==> config.mk <==
export PLATFORM = sky130hd
export DESIGN_NAME = alu_mul_sequencer
export DESIGN_NICKNAME = d
export VERILOG_FILES = /design/src/rtl/alu_mul_sequencer_pkg.sv /design/src/rtl/alu_mul_sequencer.sv
export SDC_FILE = /design/constraint.sdc
export NUM_CORES = 1
export LEC_CHECK = 0
export ABC_CLOCK_PERIOD_IN_PS = 3700
export BUFFER_PORTS_ARGS = -buffer_cell sky130_fd_sc_hd__buf_2
export CORE_MARGIN = 2
export CORE_UTILIZATION = 57
export CTS_CLUSTER_DIAMETER = 150
export CTS_CLUSTER_SIZE = 16
export DETAILED_ROUTE_END_ITERATION = 8
export GPL_TIMING_DRIVEN = 0
export PLACE_DENSITY = 0.84
export SLEW_MARGIN = 40
export SYNTH_ARGS = -nofsm -noshare
export SYNTH_HDL_FRONTEND = slang
export SYNTH_SLANG_ARGS = --single-unit
==> constraint.sdc <==
create_clock -name clk -period 3.7 [get_ports clk]
set_input_delay 0.185 -clock clk [delete_from_list [all_inputs] [get_ports clk]]
set_output_delay 0.185 -clock clk [all_outputs]
set_load 0.01 [all_outputs]
==> src/rtl/alu_mul_sequencer_pkg.sv <==
// alu_mul_sequencer_pkg: ALU op codes, sizes and FSM states shared by the multiply sequencer
package alu_mul_sequencer_pkg;
  localparam int WIDTH = 32;
  localparam int CNT_W = 6;
  localparam logic [2:0] ALU_AND = 3'b000;
  localparam logic [2:0] ALU_OR  = 3'b001;
  localparam logic [2:0] ALU_ADD = 3'b010;
  localparam logic [2:0] ALU_SUB = 3'b110;
  localparam logic [2:0] ALU_SLT = 3'b111;
  typedef enum logic [2:0] {
    S_IDLE, S_NEG_A, S_NEG_B, S_ITER, S_NEG_LO, S_NEG_HI, S_DONE
  } state_t;
endpackage

==> src/rtl/alu_mul_sequencer.sv <==
// alu_mul_sequencer: 32x32->64 shift-add multiply that borrows the shared ALU one op per cycle
// Ports: clk/rst_n (async active-low); start/is_signed/op_a/op_b request;
// busy/done handshake; prod_hi/prod_lo product; alu_dataA/alu_dataB/alu_signal drive
// the ALU, alu_result is its combinational result.
module alu_mul_sequencer
  import alu_mul_sequencer_pkg::*;
(
  input  logic             clk,
  input  logic             rst_n,
  input  logic             start,
  input  logic             is_signed,
  input  logic [WIDTH-1:0] op_a,
  input  logic [WIDTH-1:0] op_b,
  output logic             busy,
  output logic             done,
  output logic [WIDTH-1:0] prod_hi,
  output logic [WIDTH-1:0] prod_lo,
  output logic [WIDTH-1:0] alu_dataA,
  output logic [WIDTH-1:0] alu_dataB,
  output logic [2:0]       alu_signal,
  input  logic [WIDTH-1:0] alu_result
);
  state_t state, nxt;
  logic [WIDTH-1:0] mcand;
  logic [CNT_W-1:0] cnt;
  logic sgn, neg_res, lo_zero;
  // The ALU has no carry-out, so recover it from the unsigned wrap of prod_hi + mcand.
  logic carry;
  assign carry = alu_result < prod_hi;
  assign busy = state != S_IDLE;
  assign done = state == S_DONE;
  always_ff @(posedge clk or negedge rst_n)
    if (!rst_n) state <= S_IDLE;
    else state <= nxt;
  always_comb begin
    nxt = state;
    alu_dataA = '0;
    alu_dataB = '0;
    alu_signal = ALU_AND;
    case (state)
      S_IDLE: nxt = start ? (is_signed ? S_NEG_A : S_ITER) : S_IDLE;
      S_NEG_A: begin
        alu_signal = ALU_SUB;
        alu_dataB = mcand;
        nxt = S_NEG_B;
      end
      S_NEG_B: begin
        alu_signal = ALU_SUB;
        alu_dataB = prod_lo;
        nxt = S_ITER;
      end
      S_ITER: begin
        alu_signal = ALU_ADD;
        alu_dataA = prod_hi;
        alu_dataB = mcand;
        nxt = cnt == CNT_W'(WIDTH - 1) ? (sgn ? S_NEG_LO : S_DONE) : S_ITER;
      end
      S_NEG_LO: begin
        alu_signal = ALU_SUB;
        alu_dataB = prod_lo;
        nxt = S_NEG_HI;
      end
      // Upper half of a 64-bit negate: ~hi plus the borrow-free carry from a zero low word.
      S_NEG_HI: begin
        alu_signal = ALU_ADD;
        alu_dataA = ~prod_hi;
        alu_dataB = {{(WIDTH-1){1'b0}}, lo_zero};
        nxt = S_DONE;
      end
      S_DONE: nxt = S_IDLE;
      default: nxt = S_IDLE;
    endcase
  end
  always_ff @(posedge clk or negedge rst_n)
    if (!rst_n) begin
      mcand <= '0;
      prod_hi <= '0;
      prod_lo <= '0;
      cnt <= '0;
      sgn <= 1'b0;
      neg_res <= 1'b0;
      lo_zero <= 1'b0;
    end else
      case (state)
        S_IDLE:
          if (start) begin
            mcand <= op_a;
            prod_lo <= op_b;
            prod_hi <= '0;
            cnt <= '0;
            sgn <= is_signed;
            neg_res <= is_signed & (op_a[WIDTH-1] ^ op_b[WIDTH-1]);
          end
        S_NEG_A: if (sgn && mcand[WIDTH-1]) mcand <= alu_result;
        S_NEG_B: if (sgn && prod_lo[WIDTH-1]) prod_lo <= alu_result;
        S_ITER: begin
          {prod_hi, prod_lo} <= prod_lo[0] ? {carry, alu_result, prod_lo[WIDTH-1:1]}
                                           : {1'b0, prod_hi, prod_lo[WIDTH-1:1]};
          cnt <= cnt + 1'b1;
        end
        S_NEG_LO: begin
          lo_zero <= prod_lo == '0;
          if (neg_res) prod_lo <= alu_result;
        end
        S_NEG_HI: if (neg_res) prod_hi <= alu_result;
        default: ;
      endcase
endmodule

==> results.sh, run 1 <==
export IMPL_status="finished, final reports clean"
export IMPL_vias=8238
export IMPL_startpoint_type="flop"
export IMPL_avgSynthCellArea_um2=8.15
export IMPL_die_area_um2=14600
export IMPL_overflow=0
export IMPL_leakage_nw=4.66
export IMPL_synthTopCellsByArea="dfrtp_1 35%, mux2i_1 8.2%, nor2_1 7.9%, a21oi_1 7.4%, nand2_1 6.1%"
export IMPL_synth_main_ff_cell="dfrtp_1"
export IMPL_grt_pass1_wl_um=40000
export IMPL_postRouteAntennaNets=0
export IMPL_max_freq_mhz=365
export IMPL_drive_gt1_share_pct=29.5
export IMPL_hold_end="mcand[7]$_DFFE_PN0P_"
export IMPL_critical_path_arrival_ns=2.55
export IMPL_synthArstFlopShare_pct=100
export IMPL_root_buffer="clkbuf_16"
export IMPL_crit_slowest_cell="nor2_1"
export IMPL_yosys_area_top_type="dfrtp_1"
export IMPL_dr_pass1_iters=5
export IMPL_synth_area_um2=7800
export IMPL_worst_r2r_endpoint="prod_lo[10]$_DFFE_PN0P_"
export IMPL_finalSetupViolations=0
export IMPL_grt_usage_pct=35.2
export IMPL_insertion_delay_ns=0.36
export IMPL_synth_seq_area_share_pct=34.7
export IMPL_syn_num_nets=1089
export IMPL_crit_family="simple AND/OR/NAND/NOR gates"
export IMPL_routabilityCongestion=0.937
export IMPL_yosys_area_share_simple_pct=17.5
export IMPL_cts_tree="done"
export IMPL_final_common_cell="buf_2"
export IMPL_num_antenna_cells=0
export IMPL_hold_violations=0
export IMPL_min_from="op_a[7]"
export IMPL_final_setup_skew_ns=0.00791
export IMPL_routed_via_density=5.97
export IMPL_wl_met2_um=11900
export IMPL_met3_length_um=2080
export IMPL_maxSlewViolCount=0
export IMPL_r2r_slack_ns=1.69
export IMPL_portBuffers=231
export IMPL_synth_edf_count=0
export IMPL_maxSlewHeadroom_pct=51.4
export IMPL_synthDistinctLibCells=49
export IMPL_io_pins=233
export IMPL_synth_cells=957
export IMPL_row_count=42
export IMPL_rsz0062_at_grt="false"
export IMPL_htree_levels=3
export IMPL_final_nets=1333
export IMPL_period_minus_slack_ns=2.74
export IMPL_holdWs_ns=0.125
export IMPL_core_um2=13300
export IMPL_cpMostUsedCell="nor2_1"
export IMPL_clk_pin_slew_ns=0.07
export IMPL_areaGrowthSynthToFinish_pct=21.7
export IMPL_postCtsSetupBuffers=0
export IMPL_synth_compound_area_share_pct=27.0
export IMPL_grt_max_degree=69
export IMPL_synthMuxAreaShare_pct=8.22
export IMPL_end_kind="primary output"
export IMPL_synthAdderAreaFrac_pct=5.14
export IMPL_top_layer="met5"
export IMPL_hp_class="in2reg"
export IMPL_r2r_start="state[0]$_DFF_PN0_"
export IMPL_cts_max_path_buffers=2
export IMPL_crit_fanout=10
export IMPL_critPathKind="reg2out"
export IMPL_worstMarginPinSlew_ns=0.726
export IMPL_die_w_um=121
export IMPL_cp_required_ns=3.51
export IMPL_tns_ns=0
export IMPL_crit_path_cell_trace="buf_6 > nor2b_2 > nor2_1 > nor2_1 > clkbuf_1 > a22o_1 > buf_2"
export IMPL_wl_per_cell_um=18.6
export IMPL_routed_wl_um=25700
export IMPL_dpl_hpwl_um=19100
export IMPL_reg2reg_depth=6
export IMPL_synth_top_family_by_area="compound AO/OA/AOI/OAI gates"
export IMPL_drv_cap=0
export IMPL_mostFrequentLayoutCells="264 x buf_2, 165 x nor2_1, 126 x nand2_1, 115 x a21oi_1, 108 x dfrtp_1"
export IMPL_finalCritPeriodShare_pct=74.0
export IMPL_antenna_found_initial=1
export IMPL_die_y_um=121
export IMPL_ys_ff_latch=108
export IMPL_initial_core_util_pct=58.6
export IMPL_power_density_nw_per_um2=724
export IMPL_wl_met1_um=11000
export IMPL_first_global_vias=7640
export IMPL_drc=0
export IMPL_synth_warnings=0
export IMPL_hold_path_depth=3
export IMPL_critPathBufInv=3
export IMPL_numClockSinks=108
export IMPL_synthDominantCellAreaShare_pct=34.7
export IMPL_drt_iter0_drc=627
export IMPL_synthXorXnorAreaFrac_pct=0.225
export IMPL_slowest_delay_ns=0.57
export IMPL_numCtsBuffers=9
export IMPL_peakVddDrop_mv=0.497
## worst max path at each step
stage	startpoint	endpoint	slack (ns)	depth (start not counted)
2_1_floorplan	prod_hi[30]$_DFFE_PN0P_	prod_hi[31]$_DFFE_PN0P_	2.01	7
3_5_place_dp	state[2]$_DFF_PN0_	alu_dataB[19]	1.37	7
3_3_place_gp	rst_n	mcand[11]$_DFFE_PN0P_	1.16	1
5_1_grt	state[2]$_DFF_PN0_	alu_dataB[19]	0.82	7
6_report	state[2]$_DFF_PN0_	alu_dataB[20]	0.96	7
4_1_cts	state[2]$_DFF_PN0_	alu_dataB[19]	0.98	7
## routing by layer
layer	vias up	global-route usage, %
li1	3852	-
met1	3913	48.0
met2	410	56.8
met3	61	4.89
met4	2	13.7
met5	-	0
## state kept, by name (all words and copies together) (netlist names)
name and count:
lo_zero 1, mcand 32, state 3, prod_hi 32
sgn 1, neg_res 1, prod_lo 32, cnt 6
## synth_stat cells, types with 4 or more instances
cell type	instances
o21ai_0	78
o221ai_2	29
buf_2	34
nor4_1	9
a21oi_2	29
o31ai_1	4
nand2_1	126
a21oi_1	115
a22o_1	32
dfrtp_1	108
ha_1	32
nand3_1	6
nand4_1	6
buf_4	7
inv_1	37
nor2_1	165
mux2i_1	64
buf_1	9
clkbuf_1	21
## cell type report
class	instances	area, um^2
inverter	37	139
buffer	76	418
fill	1114	3800
sequential	108	2700
timing repair buffer	233	1200
clock buffer	13	260
multi-input combinational	736	4540
tap	176	220
clock inverter	2	10.0
## worst reg2reg max path, stage by stage, from the launching register on
cell and delay [ns]:
dfrtp_1 0.41, buf_2 0.23, clkbuf_1 0.47, clkbuf_1 0.44
nand2_1 0.15, o221ai_2 0.11, a21oi_2 0.08
## per-stage QoR
step | cells | setup WS [ns] | util [%] | cell area, um^2 | power (mW)
2_1_floorplan | 957 | 2.01 | - | 7800 | 4.55
3_3_place_gp | 1364 | 1.16 | 69.0 | 9170 | 5.79
3_5_place_dp | 1365 | 1.37 | 69.3 | 9210 | 5.89
4_1_cts | 1381 | 0.978 | 71.4 | 9490 | 6.84
5_1_grt | 1381 | 0.819 | 71.4 | 9490 | 7.41
6_report | 1381 | 0.963 | 71.4 | 9490 | 6.87
## repair_timing
action,4_1_cts,5_1_grt
gates resized for setup,0,0
hold endpoints to repair,40,0
hold buffers,1,0
## power by group
part           total [mW]  switching, mW  internal, mW  leakage, nW
registers            2.24          0.623          1.62         1.22
clock network       0.921          0.432         0.489        0.135
logic                3.71           2.06          1.65         3.30
## logic make-up (layout without fill, tap and decap cells)
| family | count (synthesis) | in the layout |
|---|---|---|
| adders and majority gates | 32 | 32 |
| other | 1 | 1 |
| xor gates and xnor gates | 2 | 2 |
| AOI/OAI and AO/OA | 306 | 306 |
| DFF | 108 | 108 |
| and+or+nand+nor | 331 | 331 |
| muxes | 64 | 64 |
| buffers and inverters | 113 | 361 |
Note: power is estimated with default switching activity, not from simulation.
==> run 2: changes to the inputs <==
--- a/config.mk
+++ b/config.mk
@@ -5,15 +5,15 @@
 export SDC_FILE = /design/constraint.sdc
 export NUM_CORES = 1
 export LEC_CHECK = 0
-export ABC_CLOCK_PERIOD_IN_PS = 3700
+export ABC_CLOCK_PERIOD_IN_PS = 2600
 export BUFFER_PORTS_ARGS = -buffer_cell sky130_fd_sc_hd__buf_2
 export CORE_MARGIN = 2
-export CORE_UTILIZATION = 57
+export CORE_UTILIZATION = 53
 export CTS_CLUSTER_DIAMETER = 150
 export CTS_CLUSTER_SIZE = 16
 export DETAILED_ROUTE_END_ITERATION = 8
 export GPL_TIMING_DRIVEN = 0
-export PLACE_DENSITY = 0.84
+export PLACE_DENSITY = 0.79
 export SLEW_MARGIN = 40
 export SYNTH_ARGS = -nofsm -noshare
 export SYNTH_HDL_FRONTEND = slang
==> constraint.sdc (replaced) <==
create_clock -name clk -period 2.6 [get_ports clk]
set_input_delay 0.13 -clock clk [delete_from_list [all_inputs] [get_ports clk]]
set_output_delay 0.13 -clock clk [all_outputs]
set_load 0.01 [all_outputs]
==> results.sh, run 2 (synthesis gave the netlist of run 1 again) <==
export IMPL_instances_no_fill=1391
export IMPL_drc=0
export IMPL_dr_pass1_iters=5
export IMPL_first_global_vias=7765
export IMPL_critPathBufInv=3
export IMPL_initial_core_util_pct=53.8
export IMPL_routed_via_density=5.90
export IMPL_cp_required_ns=2.47
export IMPL_place_ws_ns=0.381
export IMPL_drive_gt1_share_pct=29.8
export IMPL_critPathKind="reg2out"
export IMPL_overflow=0
export IMPL_numClockSinks=108
export IMPL_power_total_mw=9.93
export IMPL_final_common_cell="buf_2"
export IMPL_cts_max_path_buffers=2
export IMPL_worst_r2r_endpoint="prod_lo[0]$_DFFE_PN0P_"
export IMPL_dpl_cell_count=1373
export IMPL_htree_levels=3
export IMPL_max_freq_mhz=401
export IMPL_slowest_delay_ns=0.41
export IMPL_hold_violations=0
export IMPL_crit_fanout=10
export IMPL_die_y_um=125
export IMPL_multi_input_area_um2=4540
export IMPL_postCtsSetupBuffers=0
export IMPL_core_um2=14500
export IMPL_wl_per_cell_um=19.0
export IMPL_fillers=1316
export IMPL_root_buffer="clkbuf_16"
export IMPL_tns_ns=0
export IMPL_final_area_um2=9540
export IMPL_numCtsBuffers=9
export IMPL_finalCritPeriodShare_pct=95.9
export IMPL_row_count=44
export IMPL_startpoint_type="flop"
export IMPL_holdWs_ns=0.0699
export IMPL_crit_path_cell_trace="buf_6 > nor2b_2 > nor2_1 > nor2_1 > buf_2 > a22o_1 > buf_2"
export IMPL_seq_area_um2=2700
export IMPL_grt_pass1_wl_um=41700
export IMPL_reg2reg_depth=6
export IMPL_io_pins=233
export IMPL_postRouteAntennaNets=0
export IMPL_end_kind="primary output"
export IMPL_maxSlewViolCount=0
export IMPL_r2r_start="state[1]$_DFF_PN0_"
export IMPL_rsz0062_at_grt="false"
export IMPL_die_w_um=125
export IMPL_grt_max_degree=64
export IMPL_status="finished, final reports clean"
export IMPL_grt_usage_pct=33.4
export IMPL_portBuffers=231
export IMPL_cts_tree="done"
export IMPL_peakVddDrop_mv=0.493
export IMPL_routabilityCongestion=0.934
export IMPL_critical_path_arrival_ns=2.36
export IMPL_antenna_found_initial=2
export IMPL_insertion_delay_ns=0.36
export IMPL_routed_wl_um=26500
export IMPL_r2r_slack_ns=0.56
export IMPL_crit_slowest_cell="nor2_1"
export IMPL_areaGrowthSynthToFinish_pct=22.4
export IMPL_post_route_util_pct=65.9
export IMPL_reg_top3="mcand: 32 flops, prod_hi: 32 flops, prod_lo: 32 flops"
export IMPL_drt_iter0_drc=851
export IMPL_mostFrequentLayoutCells="265 x buf_2, 165 x nor2_1, 126 x nand2_1, 115 x a21oi_1, 108 x dfrtp_1"
export IMPL_crit_family="simple AND/OR/NAND/NOR gates"
export IMPL_worstMarginPinSlew_ns=0.793
export IMPL_dpl_hpwl_um=19800
export IMPL_vias=8213
export IMPL_place_area_um2=9220
export IMPL_power_density_nw_per_um2=1040
export IMPL_fin_ws_ns=0.106
export IMPL_clk_pin_slew_ns=0.07
export IMPL_finalSetupViolations=0
export IMPL_hp_class="in2reg"
export IMPL_die_area_um2=15700
export IMPL_period_minus_slack_ns=2.49
export IMPL_final_setup_skew_ns=0.00658
export IMPL_drv_cap=0
export IMPL_cp_startpoint="state[2]$_DFF_PN0_"
export IMPL_crit_cells=7
export IMPL_final_nets=1333
export IMPL_leakage_nw=4.68
export IMPL_maxSlewHeadroom_pct=47.1
export IMPL_cp_endpoint="alu_dataB[1]"
run 2: cell types whose count changed in the layout (fill, tap and decap cells not counted), sizes merged:
cell / delta
clkbuf: +2
diode: +2
bufinv: +1
clkinv: -2
buf: -1
run 2: routing by layer:
metal,share of wire [%],GRT usage (%)
met3,7.7,3.51
met4,3.6,15.1
met2,47,52.6
met5,0,0
met1,42,46.8
run 2: worst reg2reg max path, delay by kind of cell, from the launching register on:
kind,cells,cell delay [ns]
AO/OA/AOI/OAI,2,0.34
buffers and inverters,3,0.96
flip-flops,1,0.43
AND/OR/NAND/NOR,1,0.15
run 2: how the worst min path moves through the flow:
stage | startpoint | end | slack [ns] | depth (start not counted)
3_5_place_dp | rst_n | prod_hi[27]$_DFFE_PN0P_ | 0.06 | 1
5_1_grt | op_a[6] | mcand[6]$_DFFE_PN0P_ | 0.09 | 3
3_3_place_gp | op_a[27] | mcand[27]$_DFFE_PN0P_ | 0.43 | 3
2_1_floorplan | rst_n | cnt[0]$_DFFE_PN0P_ | -0.17 | 0
6_report | is_signed | neg_res$_DFFE_PN0P_ | 0.07 | 3
4_1_cts | is_signed | neg_res$_DFFE_PN0P_ | 0.07 | 3
run 2: layout make-up:
class,instances,share of cell area [%]
antenna,2,0.0524
buffer,76,4.42
clock buffer,14,2.87
clock inverter,1,0.315
inverter,37,1.46
multi-input combinational,736,47.5
sequential,108,28.3
tap,184,2.41
timing repair buffer,233,12.6
run 2: what timing repair did:
item	CTS	global route
hold buffers	1	0
hold endpoints to repair	45	0
setup endpoints to repair	2	19
pin swaps	0	0
gates resized for setup	1	3
run 2: where the power goes:
| group | total [mW] | internal (mW) | switching, mW |
|---|---|---|---|
| sequential | 3.19 | 2.30 | 0.894 |
| combinational | 5.29 | 2.35 | 2.94 |
| clock | 1.44 | 0.823 | 0.619 |
| total | 9.93 | 5.48 | 4.45 |
==> run 3: changes to the inputs <==
--- a/config.mk
+++ b/config.mk
@@ -5,15 +5,16 @@
 export SDC_FILE = /design/constraint.sdc
 export NUM_CORES = 1
 export LEC_CHECK = 0
+export ABC_AREA = 1
 export ABC_CLOCK_PERIOD_IN_PS = 2600
 export BUFFER_PORTS_ARGS = -buffer_cell sky130_fd_sc_hd__buf_2
 export CORE_MARGIN = 2
-export CORE_UTILIZATION = 53
+export CORE_UTILIZATION = 52
 export CTS_CLUSTER_DIAMETER = 150
 export CTS_CLUSTER_SIZE = 16
 export DETAILED_ROUTE_END_ITERATION = 8
 export GPL_TIMING_DRIVEN = 0
-export PLACE_DENSITY = 0.79
+export PLACE_DENSITY = 0.78
 export SLEW_MARGIN = 40
 export SYNTH_ARGS = -nofsm -noshare
 export SYNTH_HDL_FRONTEND = slang
==> results.sh, run 3 <==
export IMPL_status="finished, final reports clean"
export IMPL_grt_pass1_wl_um=38900
export IMPL_post_route_util_pct=65.3
export IMPL_critPathKind="reg2out"
export IMPL_hold_violations=0
export IMPL_num_antenna_cells=0
export IMPL_first_global_vias=7401
export IMPL_die_w_um=122
export IMPL_synth_area_um2=7290
export IMPL_grt_max_degree=56
export IMPL_wl_per_cell_um=18.0
export IMPL_postRouteAntennaNets=0
export IMPL_vias=8277
export IMPL_peakVddDrop_mv=0.591
export IMPL_synth_edf_count=0
export IMPL_maxSlewViolCount=0
export IMPL_synth_main_ff_cell="dfrtp_1"
export IMPL_min_from="op_a[14]"
export IMPL_crit_fanout=10
export IMPL_portBuffers=231
export IMPL_fin_ws_ns=0.149
export IMPL_period_minus_slack_ns=2.45
export IMPL_cts_tree="done"
export IMPL_worst_r2r_endpoint="prod_lo[31]$_DFFE_PN0P_"
export IMPL_finalCritPeriodShare_pct=94.3
export IMPL_numClockSinks=108
export IMPL_drive_gt1_share_pct=26.1
export IMPL_reg_top3="mcand: 32 flops, prod_hi: 32 flops, prod_lo: 32 flops"
export IMPL_overflow=0
export IMPL_routed_wl_um=25600
export IMPL_synth_most_common_cell="nand2_1"
export IMPL_yosys_area_top_type="dfrtp_1"
export IMPL_synthDistinctLibCells=36
export IMPL_die_y_um=122
export IMPL_dr_pass1_iters=5
export IMPL_routabilityCongestion=0.980
export IMPL_drt_iter0_drc=699
export IMPL_power_density_nw_per_um2=1340
export IMPL_synth_warnings=0
export IMPL_drc=0
export IMPL_place_ws_ns=0.567
export IMPL_clk_pin_slew_ns=0.08
export IMPL_r2r_start="prod_lo[0]$_DFFE_PN0P_"
export IMPL_r2r_slack_ns=0.50
export IMPL_critical_path_arrival_ns=2.32
export IMPL_hp_class="in2reg"
export IMPL_dpl_hpwl_um=19300
export IMPL_grt_usage_pct=34.1
export IMPL_worstMarginPinSlew_ns=0.678
export IMPL_antenna_found_initial=0
export IMPL_mostFrequentLayoutCells="245 x buf_2, 218 x nand2_1, 147 x inv_1, 121 x o21ai_0, 108 x dfrtp_1"
export IMPL_reg2reg_depth=7
export IMPL_max_freq_mhz=408
export IMPL_end_kind="primary output"
export IMPL_drv_cap=0
export IMPL_die_area_um2=15000
export IMPL_areaGrowthSynthToFinish_pct=23.5
export IMPL_final_common_cell="buf_2"
export IMPL_synthTopCellsByArea="dfrtp_1 37%, nand2_1 11%, o21ai_0 8.3%, inv_1 7.6%, ha_1 5.5%"
export IMPL_rsz0062_at_grt="false"
export IMPL_hold_path_depth=3
export IMPL_cts_resized_gates=0
export IMPL_insertion_delay_ns=0.36
export IMPL_final_setup_skew_ns=0.0100
export IMPL_htree_levels=3
export IMPL_synth_cells=991
export IMPL_synthArstFlopShare_pct=100
export IMPL_synth_seq_area_share_pct=37.1
export IMPL_routed_via_density=5.83
export IMPL_numCtsBuffers=9
export IMPL_core_um2=13800
export IMPL_cts_max_path_buffers=2
export IMPL_leakage_nw=4.58
export IMPL_avgSynthCellArea_um2=7.35
export IMPL_tns_ns=0
export IMPL_cp_required_ns=2.47
export IMPL_startpoint_type="flop"
export IMPL_synthDominantCellAreaShare_pct=37.1
export IMPL_synth_common_cells="218 x nand2_1, 147 x inv_1, 121 x o21ai_0"
export IMPL_fillers=1282
export IMPL_root_buffer="clkbuf_16"
export IMPL_syn_num_nets=1123
export IMPL_hold_end="mcand[14]$_DFFE_PN0P_"
export IMPL_row_count=43
export IMPL_io_pins=233
export IMPL_finalSetupViolations=0
export IMPL_final_nets=1367
export IMPL_maxSlewHeadroom_pct=54.8
export IMPL_ys_ff_latch=108
export IMPL_initial_core_util_pct=52.9
==> run 3: timing repair <==
action                                  4_1_cts  5_1_grt
endpoints found under the setup margin        0        0
setup buffers                                 0        0
hold buffers                                  1        0
endpoints found under the hold margin        53        0
==> run 3: critical path, cell delays in order (launching register included) <==
cell and delay, ns:
dfrtp_1 0.42, inv_2 0.14, nand3_1 0.17, o21ai_1 0.16
inv_1 0.10, buf_4 0.19, buf_4 0.19, buf_2 0.20
o22ai_1 0.21, buf_2 0.18
==> run 3: worst max path at each step <==
stage,startpoint,endpoint,slack (ns),cells past startpoint
floorplan,state[0]$_DFF_PN0_,alu_dataB[23],0.97,8
global placement,rst_n,mcand[13]$_DFFE_PN0P_,0.01,1
detailed placement,state[0]$_DFF_PN0_,alu_dataB[6],0.57,9
CTS,state[0]$_DFF_PN0_,alu_dataB[6],0.17,9
global route,state[0]$_DFF_PN0_,alu_dataB[6],0.05,9
finish,state[0]$_DFF_PN0_,alu_dataB[6],0.15,9
==> run 3: logic make-up (layout without fill, tap and decap cells) <==
logic type / count (synthesis) / count (layout) / synth area share, %
flops: 108 / 108 / 37.1
compound gates: 341 / 341 / 28.7
other cells: 1 / 1 / 0.0515
fa+ha+maj: 32 / 32 / 5.49
simple gates: 290 / 290 / 16.0
buf+inv: 219 / 468 / 12.7
==> run 3: final cells by class <==
cell class	count	area (um^2)	area share (%)
multi-input cells	664	3660	40.7
clock buffers	12	246	2.74
repair buffers	233	1200	13.4
flip-flops and latches	108	2700	30.0
well taps	180	225	2.50
inverters	157	591	6.56
clock inverters	4	33.8	0.375
plain buffers	62	334	3.71
==> run 3: per-stage QoR <==
step	cells	instance area [um^2]	hold slack [ns]	total power [mW]
finish	1420	9000	0.0374	12.1
floorplan	991	7290	-0.166	7.89
detailed placement	1403	8710	0.0976	10.5
global placement	1402	8670	0.400	10.4
CTS	1420	9000	0.0341	11.9
global route	1420	9000	0.0545	13.0
==> run 3: report_power, final <==
group	total, mW	internal (mW)	switching, mW	leakage, nW
combinational	7.67	2.68	4.99	3.10
sequential	3.02	2.51	0.510	1.35
clock	1.38	0.687	0.689	0.133
total	12.1	5.88	6.19	4.58
==> run 3: metal layers <==
layer	part of all wire (%)	track usage (%)	vias up	wire (um)
li1	-	-	3827	-
met1	42	47.6	3889	10800
met2	45	52.2	491	11500
met3	9.0	5.02	70	2310
met4	4.0	15.8	0	1040
met5	0	0	-	0
